$ cat src/rtl/gray2rgb_colormap.sv
// rtl/gray2rgb_colormap.sv - grayscale to RGB888 colormap, two-stage pipeline with backpressure
module gray2rgb_colormap #(
    parameter int Pixel_Width = 24
) (
    input  logic                   I_clk,
    input  logic                   I_reset_n,
    input  logic                   I_pixel_data_valid,
    output logic                   O_pixel_data_ready,
    input  logic [7:0]             I_pixel_data_Gray,
    input  logic                   I_sof,
    input  logic                   I_eol,
    input  logic [1:0]             I_mode,
    input  logic [7:0]             I_threshold,
    output logic                   O_pixel_data_valid,
    input  logic                   I_pixel_data_ready,
    output logic [Pixel_Width-1:0] O_pixel_data_RGB,
    output logic                   O_sof,
    output logic                   O_eol
);

    logic       en;
    logic       accept;
    logic       sof_accept;
    logic [1:0] mode_q;
    logic [7:0] thr_q;
    logic [1:0] mode_in;
    logic [7:0] thr_in;

    logic       s1_valid;
    logic [7:0] s1_gray;
    logic       s1_sof;
    logic       s1_eol;
    logic [1:0] s1_mode;
    logic [7:0] s1_thr;

    logic [7:0]             ramp;
    logic [Pixel_Width-1:0] rgb_next;

    // The whole pipe advances together; an empty output slot never blocks upstream.
    assign en                 = ~O_pixel_data_valid | I_pixel_data_ready;
    assign O_pixel_data_ready = en;
    assign accept             = I_pixel_data_valid & en;
    assign sof_accept         = accept & I_sof;

    // The SOF beat itself must already see the new settings, so bypass the latch for it.
    assign mode_in = sof_accept ? I_mode      : mode_q;
    assign thr_in  = sof_accept ? I_threshold : thr_q;

    // Frame-synchronous settings: only an accepted SOF beat updates mode and threshold.
    always_ff @(posedge I_clk) begin
        if (!I_reset_n) begin
            mode_q <= 2'd0;
            thr_q  <= 8'd0;
        end else if (sof_accept) begin
            mode_q <= I_mode;
            thr_q  <= I_threshold;
        end
    end

    // Stage 1: capture the sample together with the settings it will be mapped with.
    always_ff @(posedge I_clk) begin
        if (!I_reset_n) begin
            s1_valid <= 1'b0;
            s1_gray  <= 8'd0;
            s1_sof   <= 1'b0;
            s1_eol   <= 1'b0;
            s1_mode  <= 2'd0;
            s1_thr   <= 8'd0;
        end else if (en) begin
            s1_valid <= I_pixel_data_valid;
            s1_gray  <= I_pixel_data_Gray;
            s1_sof   <= I_sof & I_pixel_data_valid;
            s1_eol   <= I_eol & I_pixel_data_valid;
            s1_mode  <= mode_in;
            s1_thr   <= thr_in;
        end
    end

    // Colour mapping; the jet ramp is the low six bits scaled to 0..252 within each quarter.
    always_comb begin
        ramp     = {s1_gray[5:0], 2'b00};
        rgb_next = {s1_gray, s1_gray, s1_gray};
        case (s1_mode)
            2'd1: begin
                case (s1_gray[7:6])
                    2'd0:    rgb_next = {8'h00, ramp, 8'hFF};
                    2'd1:    rgb_next = {8'h00, 8'hFF, 8'hFF - ramp};
                    2'd2:    rgb_next = {ramp, 8'hFF, 8'h00};
                    default: rgb_next = {8'hFF, 8'hFF - ramp, 8'h00};
                endcase
            end
            2'd2: begin
                if (s1_gray >= s1_thr) begin
                    rgb_next = 24'hFF0000;
                end
            end
            default: rgb_next = {s1_gray, s1_gray, s1_gray};
        endcase
    end

    // Stage 2: registered output beat, held while downstream stalls.
    always_ff @(posedge I_clk) begin
        if (!I_reset_n) begin
            O_pixel_data_valid <= 1'b0;
            O_pixel_data_RGB   <= '0;
            O_sof              <= 1'b0;
            O_eol              <= 1'b0;
        end else if (en) begin
            O_pixel_data_valid <= s1_valid;
            O_pixel_data_RGB   <= rgb_next;
            O_sof              <= s1_sof;
            O_eol              <= s1_eol;
        end
    end

endmodule

$ cat config.mk
export PLATFORM = sky130hd
export DESIGN_NAME = gray2rgb_colormap
export DESIGN_NICKNAME = d
export VERILOG_FILES = /design/src/rtl/gray2rgb_colormap.sv
export SDC_FILE = /design/constraint.sdc
export NUM_CORES = 1
export LEC_CHECK = 0
export CAP_MARGIN = 20
export CELL_PAD_IN_SITES_DETAIL_PLACEMENT = 1
export CELL_PAD_IN_SITES_GLOBAL_PLACEMENT = 2
export CORE_AREA = 2 2 100 102
export DETAILED_ROUTE_END_ITERATION = 8
export DIE_AREA = 0 0 102 104
export GPL_ROUTABILITY_DRIVEN = 0
export GPL_TIMING_DRIVEN = 0
export PLACE_DENSITY_LB_ADDON = 0.1
export SLEW_MARGIN = 20
export SYNTH_ARGS = -nofsm -noshare
export SYNTH_HDL_FRONTEND = slang
export SYNTH_SLANG_ARGS = --single-unit
$ cat constraint.sdc
create_clock -name I_clk -period 5.6 [get_ports I_clk]
set_clock_uncertainty 0.05 [all_clocks]
set_input_delay 1.12 -clock I_clk [delete_from_list [all_inputs] [get_ports I_clk]]
set_output_delay 1.12 -clock I_clk [all_outputs]
set_load 0.005 [all_outputs]
# == Word level (Yosys, flattened, before mapping) ==
# Index checks and enable logic that the tools add are counted.
# totals
reg_bits,58
input_bits,24
out_inout_bits,28
elab_cells,30
# classes
n_addsub,1
order_cmp,1
eq_ne,4
muxes,5
bitwise,6
reduce_logical,1
# op_table
cell,n
$pmux W24 S3,1
$pmux W24 S2,1
$mux W24,1
$ge A8 B8 Y1,1
$mux W8,1
$sub A8 B8 Y8 const A,1
$and A1 B1 Y1,4
$eq A2 B1 Y1 const B,2
$eq A2 B2 Y1 const B,2
$logic_not A2 Y1,1
$mux W2,1
$not A1 Y1,1
$or A1 B1 Y1,1

# == Logic depth before layout (Yosys ltp) ==
# depth
word_depth,5
mapped_depth,8
mapped_depth_nobuf,7

# == Least setup slack after synthesis ==
# No wires, ideal clock.
# synth_timing
path_type,in2out
startpoint,input I_pixel_data_ready
endpoint,output O_pixel_data_ready
arrival_ps,1811
setup_slack_ps,2619
cell_stages,5
n_path_buf,3
cell_sequence,nor2b_2 buf_6 inv_2 buf_2 clkbuf_1
# synth_via
elab_chain_cells,1
# synth_rtl
item,line,text
from (decl),15,"input logic I_pixel_data_ready,"
$or A1 B1 Y1,40,assign en = ~O_pixel_data_valid | I_pixel_data_ready;
to (decl),8,"output logic O_pixel_data_ready,"
# No other way between the ends.

# == Final worst setup path ==
# Ends and elaborated chain as after synthesis.

==> results.sh <==
export IMPL_yosysSeqAreaShare_pct=41.86
export IMPL_path_class="in -> out"
export IMPL_dr_pass1_iters=4
export IMPL_cts_setup_buffers=0
export IMPL_relSlewSlack_pct=60.01
export IMPL_routed_wl_um=8264
export IMPL_rrSetupSlack_ns=2.95
export IMPL_worst_slew_pin_slew_ns=0.5999
export IMPL_hp_start="O_sof"
export IMPL_fillCellCount=1145
export IMPL_place_hpwl_um=6095
export IMPL_synth_cell_types=40
export IMPL_power_mw=1.122
export IMPL_first_global_vias=2513
export IMPL_slowest_delay_ns=0.58
export IMPL_cts_resized=0
export IMPL_synthXorXnorAreaFrac_pct=0
export IMPL_crit_chain="clkdlybuf4s50_1 -> nor2b_2 -> buf_6 -> inv_2 -> buf_2 -> clkbuf_1 -> clkdlybuf4s50_1"
export IMPL_critPathBufInv=6
export IMPL_grt_pass1_wl_um=13610
export IMPL_finalSetupTns_ns=0
export IMPL_via_per_inst=4.763
export IMPL_hold_path_class="reg -> reg"
export IMPL_cap_violations=0
export IMPL_grt_usage_pct=16.62
export IMPL_rows=36
export IMPL_synth_seq_cells=58
export IMPL_dieArea_mm2=0.01061
export IMPL_area_delta_synth_final_pct=33.15
export IMPL_cts_buffer_depth=2
export IMPL_route_detailed_drc=0
export IMPL_cts_sinks=58
export IMPL_mostFrequentLayoutCells="dfxtp_1 (58), nand2_1 (50), clkdlybuf4s50_1 (50)"
export IMPL_yosys_area_share_adder_pct=6.315
export IMPL_synth_edff_count=0
export IMPL_reg2regPathDepth=8
export IMPL_insertion_delay_ns=0.34
export IMPL_setup_viol=0
export IMPL_cp_data_required_time_ns=4.43
export IMPL_initial_core_util_pct=29.05
export IMPL_fin_ws_ns=1.336
export IMPL_final_layout_size_suffix_gt1_share_pct=8.115
export IMPL_crit_family="buffers and inverters"
export IMPL_run_status="completed"
export IMPL_fin_crit_ns=4.264
export IMPL_clk_pin_slew_worst_paths_ns=0.07
export IMPL_cts_tree="done"
export IMPL_synthMuxAreaShare_pct=3.608
export IMPL_detail_route_wl_per_cell_um=16.05
export IMPL_timing_rr_start="s1_gray[0]"
export IMPL_r2r_end="O_pixel_data_RGB[19]"
export IMPL_die_w_um=102
export IMPL_vias=2453
export IMPL_leakage_nw=1.434
export IMPL_avgSynthCellArea_um2=8.778
export IMPL_crit_arrival_ns=3.09
export IMPL_cpMostUsedCell="clkdlybuf4s50_1"
export IMPL_synth_simple_area_share_pct=17.46
export IMPL_holdPathEnd="O_sof"
export IMPL_synthesis_nets=354
export IMPL_synth_warning_count=0
export IMPL_antenna_found_initial=0
export IMPL_drt_initial_drc_count=71
export IMPL_end_kind="output port"
export IMPL_synthArstFlopShare_pct=0
export IMPL_cts_buffers=9
export IMPL_syn_inst=316
export IMPL_finalCritPeriodShare_pct=76.15
export IMPL_netlist_top_cells_area="dfxtp_1 (42%), nand2_1 (6.8%), ha_1 (6.3%)"
export IMPL_grt_remaining_overflow=0
export IMPL_final_common_cell="dfxtp_1"
export IMPL_ant_nets=0
export IMPL_fin_hold_ws_ns=0.4120
export IMPL_io_buffers=50
export IMPL_top_level_ports=52
export IMPL_crit_slowest_cell="clkdlybuf4s50_1"
export IMPL_clock_root_buffer="clkbuf_8"
export IMPL_htreeDepth=3
export IMPL_final_max_slew_violation_count=0
export IMPL_synth_top_cell_by_area="dfxtp_1"
export IMPL_diodes=0
export IMPL_synth_top_cell_area_share_pct=41.86
export IMPL_fin_nets=415
export IMPL_min_path_cells=2
export IMPL_startpoint_type="input port"
export IMPL_synthFlopType="dfxtp_1"
export IMPL_rsz0062_at_grt="false"
export IMPL_ir_drop_mv=0.1480
export IMPL_synth_top_family_by_area="compound AO/OA/AOI/OAI gates"
export IMPL_max_freq_mhz=234.5
export IMPL_final_hold_viol_count=0
export IMPL_coreArea_mm2=0.009549
export IMPL_syn_area_mm2=0.002774
export IMPL_worstPathMaxFanout=10
export IMPL_grt_max_degree=11
export IMPL_synth_compound_area_share_pct=24.13
export IMPL_cts_hold_buf=0
export IMPL_fp_dieH_um=104
export IMPL_post_place_ws_ns=1.302
export IMPL_p_per_area_mw_per_mm2=303.9
==> cell usage after synthesis, drive strengths merged, types with 2 or more instances <==
cell / number
a31oi: 12
dfxtp: 58
nor2b: 12
mux2i: 10
buf: 9
a221o: 6
o221ai: 2
a21boi: 12
o21ai: 25
o211ai: 8
nand2b: 2
nand2: 50
nor2: 7
o21a: 2
ha: 14
a21oi: 10
clkbuf: 17
inv: 18
nor3: 6
and3: 10
a22oi: 6
nand3: 9
==> layout make-up <==
class,count,area (µm²),area share [%]
Multi-Input combinational cell,214,1429,38.69
Sequential cell,58,1161,31.44
Timing Repair Buffer,50,500.5,13.55
Tap cell,133,166.4,4.505
Clock buffer,12,155.1,4.201
Buffer,26,116.4,3.150
Clock inverter,4,97.59,2.642
Inverter,18,67.56,1.829
==> stage by stage <==
step	utilization, %	instance area [µm²]	instances
6_report	38.68	3694	515
4_1_cts	38.68	3694	515
2_1_floorplan	-	2774	316
3_5_place_dp	36.03	3441	499
5_1_grt	38.68	3694	515
3_3_place_gp	36.03	3441	499
==> flip-flops by register name, summed over array words and instances, names as in the netlist <==
name,flops
O_eol,1
mode_q,2
O_sof,1
O_pixel_data_RGB,24
s1_valid,1
thr_q,8
s1_mode,2
s1_thr,8
O_pixel_data_valid,1
s1_gray,8
s1_eol,1
s1_sof,1
==> kinds of logic after synthesis <==
logic type / count (synthesis)
simple gates: 99
fa+ha+maj: 14
buf+inv: 44
flops: 58
compound gates: 91
mux: 10
==> worst min-delay path, cell delays in order (launching register included) <==
cell	delay [ns]
dfxtp_1	0.31
nand2_1	0.05
a21boi_0	0.06
==> power by group <==
group          internal [mW]  switching [mW]  total (mW)
clock network          0.320           0.171       0.491
logic                 0.0855          0.0899       0.175
registers              0.438          0.0173       0.456
total                  0.844           0.278        1.12
==> how the worst max path moves through the flow <==
stage / slack (ns) / cells past startpoint / endpoint / startpoint
global placement: 1.31 / 7 / O_pixel_data_ready / I_pixel_data_ready
floorplan: 2.62 / 5 / O_pixel_data_ready / I_pixel_data_ready
global route: 1.16 / 7 / O_pixel_data_ready / I_pixel_data_ready
finish: 1.34 / 7 / O_pixel_data_ready / I_pixel_data_ready
CTS: 1.30 / 7 / O_pixel_data_ready / I_pixel_data_ready
detailed placement: 1.30 / 7 / O_pixel_data_ready / I_pixel_data_ready
==> per-layer routing <==
metal / share of wire (%) / routed length, µm / up-vias / track usage [%]
met4: 1.0 / 85 / 0 / 3.429
met5: 0 / 0 / - / 0
met1: 51 / 4185 / 1160 / 24.11
met2: 44 / 3630 / 52 / 24.58
li1: - / - / 1231 / -
met3: 4.4 / 362 / 10 / 4.570
(Power assumes the default switching activity.)
